$ cat src/rtl/risc_toy_mem_pkg.sv
// risc_toy_mem_pkg: shared state, grant and read/write encodings for the RISC_TOY memory arbiter.
package risc_toy_mem_pkg;
  typedef enum logic [1:0] {IDLE = 2'd0, ISSUE = 2'd1, WAIT = 2'd2, DONE = 2'd3} state_t;
  typedef enum logic {GNT_I = 1'b0, GNT_D = 1'b1} gnt_t;
  localparam logic RW_READ = 1'b0;
  localparam logic RW_WRITE = 1'b1;
endpackage

$ cat src/rtl/risc_toy_mem_arbiter.sv
// risc_toy_mem_arbiter: shares one fixed-latency memory between fetch and data ports, data first with a starvation guard.
module risc_toy_mem_arbiter
  import risc_toy_mem_pkg::*;
#(
  parameter int AW = 30,
  parameter int DW = 32,
  parameter int MEM_LAT = 2,
  parameter int STARVE_MAX = 4
) (
  input  logic          clk,
  input  logic          rst,
  input  logic          i_req,
  input  logic [AW-1:0] i_addr,
  output logic [DW-1:0] i_rdata,
  output logic          i_ack,
  input  logic          d_req,
  input  logic          d_rw,
  input  logic [AW-1:0] d_addr,
  input  logic [DW-1:0] d_wdata,
  output logic [DW-1:0] d_rdata,
  output logic          d_ack,
  output logic          m_req,
  output logic          m_rw,
  output logic [AW-1:0] m_addr,
  output logic [DW-1:0] m_wdata,
  input  logic [DW-1:0] m_rdata
);
  state_t state, next_state;
  gnt_t gnt, pick;
  logic [3:0] lat_cnt, starve_cnt;
  logic any_req, starve_hit;
  always_comb begin
    any_req = i_req | d_req;
    starve_hit = i_req && starve_cnt == 4'(STARVE_MAX);
    pick = (d_req && !starve_hit) ? GNT_D : GNT_I;
  end
  always_ff @(posedge clk) begin
    if (rst) state <= IDLE;
    else state <= next_state;
  end
  always_comb begin
    next_state = state == IDLE  ? (any_req ? ISSUE : IDLE) :
                 state == ISSUE ? WAIT :
                 state == WAIT  ? (lat_cnt == 4'd1 ? DONE : WAIT) : IDLE;
  end
  // Winner's request is latched once in IDLE; later input changes are ignored until the next grant.
  always_ff @(posedge clk) begin
    if (rst) begin
      gnt <= GNT_I;
      lat_cnt <= '0;
      starve_cnt <= '0;
      m_rw <= RW_READ;
      m_addr <= '0;
      m_wdata <= '0;
      i_rdata <= '0;
      d_rdata <= '0;
    end else begin
      if (state == IDLE && any_req) begin
        gnt <= pick;
        m_rw <= (pick == GNT_D && d_rw == RW_WRITE) ? RW_WRITE : RW_READ;
        m_addr <= pick == GNT_D ? d_addr : i_addr;
        m_wdata <= pick == GNT_D ? d_wdata : '0;
        starve_cnt <= (pick == GNT_D && i_req) ?
                      (starve_cnt == 4'(STARVE_MAX) ? starve_cnt : starve_cnt + 4'd1) : '0;
      end
      if (state == ISSUE) lat_cnt <= 4'(MEM_LAT);
      if (state == WAIT) begin
        lat_cnt <= lat_cnt - 4'd1;
        if (lat_cnt == 4'd1 && m_rw == RW_READ) begin
          if (gnt == GNT_I) i_rdata <= m_rdata;
          else d_rdata <= m_rdata;
        end
      end
    end
  end
  always_comb begin
    m_req = state == ISSUE;
    i_ack = state == DONE && gnt == GNT_I;
    d_ack = state == DONE && gnt == GNT_D;
  end
endmodule
$ cat config.mk
export PLATFORM = sky130hd
export DESIGN_NAME = risc_toy_mem_arbiter
export DESIGN_NICKNAME = d
export VERILOG_FILES = /design/src/rtl/risc_toy_mem_pkg.sv /design/src/rtl/risc_toy_mem_arbiter.sv
export SDC_FILE = /design/constraint.sdc
export NUM_CORES = 1
export LEC_CHECK = 0
export BUFFER_PORTS_ARGS = -buffer_cell sky130_fd_sc_hd__buf_2
export CAP_MARGIN = 5
export CORE_MARGIN = 5
export CORE_UTILIZATION = 25
export CTS_BUF_LIST = sky130_fd_sc_hd__clkbuf_8 sky130_fd_sc_hd__clkbuf_16
export DETAILED_ROUTE_END_ITERATION = 8
export HOLD_SLACK_MARGIN = 0.05
export PLACE_DENSITY = 0.47
export SKIP_CTS_REPAIR_TIMING = 1
export SLEW_MARGIN = 20
export SYNTH_ARGS = -nofsm -noshare
export SYNTH_HDL_FRONTEND = slang
export SYNTH_SLANG_ARGS = --single-unit
$ cat constraint.sdc
create_clock -name clk -period 1.61 [get_ports clk]
set_input_delay 0.322 -clock clk [delete_from_list [all_inputs] [get_ports clk]]
set_output_delay 0.322 -clock clk [all_outputs]
set_load 0.005 [all_outputs]
# == After elaboration in Yosys (flattened, before gate mapping) ==
# Index checks and enable logic that the tools add are counted.
# totals
in_bits,129
wordCells,47
reg_bits,138
out_inout_bits,130
# op_classes
n_bitwise,3
add_sub_neg,2
n_mux,13
reduce_logical,14
eq_ne,6
# op_table
op,count
2-to-1 mux 32 bit,1
2-to-1 mux 30 bit,1
2-to-1 mux 4 bit,4
logical AND 1 bit,8
2-to-1 mux 2 bit,3
AND reduction 3 bit,2
"adder 4 x 1 -> 4 bit, second input constant",1
"== test 2 bit, second input constant",2
"== test 4 x 1 -> 1 bit, second input constant",1
"== test 4 x 3 -> 1 bit, second input constant",1
2-to-1 mux 1 bit,4
"subtractor 4 x 1 -> 4 bit, second input constant",1
"== test 2 x 1 -> 1 bit, second input constant",1
logical NOT 2 bit,1
"!= test 2 bit, second input constant",1
NOT 1 bit,2
AND reduction 2 bit,1
nonzero test 2 bit,1
logical NOT 1 bit,1
bitwise OR 1 bit,1

# == Logic depth before layout (Yosys ltp) ==
# logic_depth
ltp_word,8
mapped_depth,7

# == Worst setup path after synthesis ==
# No wires, ideal clock.
# synth_path
path_kind,register -> register
from,register state[0]
to,register d_rdata[12]
required_ns,1.490
synth_period_minus_slack_ns,1.714
path_slack_ns,-0.104
arrival_ns,1.594
path_stages_with_launch,8
cell_sequence,dfxtp_1 > inv_1 > ha_1 > nand3b_2 > or4b_1 > clkbuf_1 > buf_6 > mux2i_1
# synth_between
elab_chain_cells,2
# synth_lines
element,line_no,source
start: declaration,risc_toy_mem_arbiter.sv:28,"state_t state, next_state;"
start signal: assignment,risc_toy_mem_arbiter.sv:39,else state <= next_state;
== test 2 bit,risc_toy_mem_arbiter.sv:67,if (state == WAIT) begin
AND reduction 3 bit (no line),-,
end signal: assignment,risc_toy_mem_arbiter.sv:71,else d_rdata <= m_rdata;
end: declaration,risc_toy_mem_arbiter.sv:20,"output logic [DW-1:0] d_rdata,"
# No other way between the ends.
# A chain may end at the register's enable or synchronous reset.

# == Worst setup path after layout ==
# layout_path
from,register state[1]
to,output port m_req
# layout_between
elab_chain_cells,1
# layout_lines
element,line_no,source
== test 2 x 1 -> 1 bit,risc_toy_mem_arbiter.sv:77,m_req = state == ISSUE;
end: declaration,risc_toy_mem_arbiter.sv:22,"output logic m_req,"
# No other way between the ends.

==> flow_metrics.tcl <==
set metrics [dict create \
    port_buffers 258 \
    drv_slew 0 \
    cp.buffers_inverters 4 \
    max_freq_mhz 617 \
    maxSlewHeadroom_pct 77.2 \
    cp_slowest_cell "dfxtp_4" \
    fin_util_pct 38.0 \
    r2r_start "state[0]" \
    antenna_found_initial 1 \
    synth_seq_area_share_pct 47.7 \
    synthDistinctLibCells 33 \
    fin_skew_ns 0.0136 \
    drv_cap 0 \
    cp_data_arrival_time_ns 1.30 \
    fp.dieH_um 162 \
    cts_root_buffer "clkbuf_16" \
    met1_usage_pct 17.3 \
    fin_ws_ns -0.0112 \
    placed_area_mm2 0.00773 \
    mostFrequentLayoutCell "buf_2" \
    outcome "finished with violations" \
    final_nets 1022 \
    use_met2_pct 21.8 \
    hold_path.class "in -> reg" \
    htreeDepth 4 \
    placedCellCount 1139 \
    dp.final_hpwl_mm 13.2 \
    required_ns 1.29 \
    path_max_fanout 3 \
    vias 5441 \
    p_per_area_mw_per_mm2 997 \
    io_pins 259 \
    grt.busiest_layer "met2" \
    final_cell_mix "256 x buf_2, 133 x dfxtp_1, 96 x nand2b_1" \
    instances_no_fill 1182 \
    syn_inst 608 \
    ys_warn_count 0 \
    startpoint "state[1]" \
    rsz0062_at_grt "yes" \
    clock-sinks 138 \
    leakage_nw 4.01 \
    start_util_pct 25.5 \
    total_power_mw 8.60 \
    preCtsSetupSlack_ns -0.0586 \
    max_slew.worst_pin.slew_ns 0.341 \
    grt_pass1_vias 5510 \
    ant_nets 0 \
    tns_ns -0.0135 \
    violations "setup timing" \
    clock_path_buffers 2 \
    clk_latency_ns 0.42 \
    antenna_cells 0 \
    finalHoldViolCount 0 \
    ir_drop_mv 0.537 \
    cpMostUsedCell "buf_6" \
    critPathKind "reg -> out" \
    synthesis.area_mm2 0.00579 \
    path_cells "inv_2 -> buf_6 -> ha_4 -> buf_6 -> buf_6" \
    use_met3_pct 6.14 \
    syn-num-nets 745 \
    avgSynthCellArea_um2 9.52 \
    routabilityCongestion 0.742 \
    fp-row-count 55 \
    holdWs_ns 0.158 \
    core_mm2 0.0227 \
    grt.total_usage_pct 13.8 \
    period_needed_ns 1.62 \
    setup_viol 2 \
    grt_max_degree 62 \
    cts_tree "done" \
    die_width_um 162 \
    drive_gt1_share_pct 41.2 \
    post-route-period-util_pct 101 \
    cts_buffers 17 \
    grt_pass1_wl_mm 29.5 \
    final_area_mm2 0.00863 \
    fillers 2331 \
    ys_seq_elements 138 \
    hold_start "d_wdata[12]" \
    drt_iter0_drc 223 \
    cp_top_family "buffers and inverters" \
    cpPeakStageDelay_ns 0.37 \
    area_growth_pct 49.0 \
    post_drt_wl_per_cell_um 16.4 \
    vias_per_cell 4.60 \
    first_pass_iters 4 \
    worstSetupStartpointType "flip-flop" \
    drt-total-wl_mm 19.4 \
    drc 0 \
    die_area_mm2 0.0263 \
    end_kind "primary output" \
    clk_pin_slew_ns 0.07 \
    grt-ovfl-total 0 \
]
-- synth_stat cells --
cell / n / area (um^2)
dfxtp_1: 138 / 2760
nand2b_1: 96 / 601
nor2_1: 65 / 244
mux2i_1: 64 / 641
clkbuf_1: 40 / 150
a32oi_1: 33 / 289
nand3_1: 33 / 165
o21ai_0: 33 / 165
a311oi_1: 31 / 272
buf_1: 10 / 37.5
ha_1: 8 / 100
inv_1: 8 / 30.0
a21oi_1: 6 / 30.0
buf_2: 6 / 30.0
nand2_1: 5 / 18.8
nand4b_1: 5 / 43.8
and2_1: 3 / 18.8
nand4_1: 3 / 18.8
a31oi_1: 2 / 12.5
and4b_1: 2 / 20.0
buf_6: 2 / 22.5
nor2b_1: 2 / 12.5
nor3_1: 2 / 10.0
or4_1: 2 / 15.0
a22oi_1: 1 / 7.51
buf_4: 1 / 7.51
nand3b_1: 1 / 7.51
nand3b_2: 1 / 11.3
nor4_1: 1 / 6.26
nor4b_2: 1 / 15.0
o21a_1: 1 / 7.51
o31a_1: 1 / 8.76
or4b_1: 1 / 10.0
-- kinds of logic after synthesis --
group,after synthesis,synth area share (%)
and+or+nand+nor,223,21.0
DFF,138,47.7
AOI/OAI and AO/OA,108,13.7
buffers and inverters,67,4.80
muxes,64,11.1
adders and majority gates,8,1.73
-- tightest hold or removal path: cells and delay by family --
kind                   cells  cell delay (ns)
buffers and inverters      1             0.08
AOI/OAI and AO/OA          1             0.07
and+or+nand+nor            1             0.07
-- worst paths after layout --
check,end,slack [ns],cells after the start
max,m_req,-0.01,5
min,m_wdata[12],0.16,3
max reg2reg,d_rdata[4],0.04,8
min reg2reg,d_rdata[5],0.47,2
-- final cells by class --
type	count	area, um^2	share of cell area, %
Multi-Input combinational cell	403	2870	33.3
Sequential cell	138	2770	32.1
Timing Repair Buffer	317	2020	23.4
Clock buffer	18	439	5.09
Tap cell	285	357	4.13
Clock inverter	13	141	1.64
Inverter	8	30.0	0.348
-- state kept, by name, indices dropped and copies added (netlist names) --
register,cells
d_rdata,32
i_rdata,32
m_wdata,32
m_addr,30
lat_cnt,4
starve_cnt,4
state,2
gnt,1
m_rw,1
-- power by group --
part | total, mW | switching [mW] | internal, mW
clock network | 3.91 | 1.57 | 2.33
logic | 1.05 | 0.522 | 0.532
registers | 3.64 | 0.0817 | 3.56
-- layer usage --
metal / wire length (um) / up-vias
met3: 1790 / 10
met4: 150 / 2
met1: 8800 / 2515
met5: 13 / -
li1: - / 2721
met2: 8650 / 193
No activity file was read; power rests on OpenSTA's default activity.
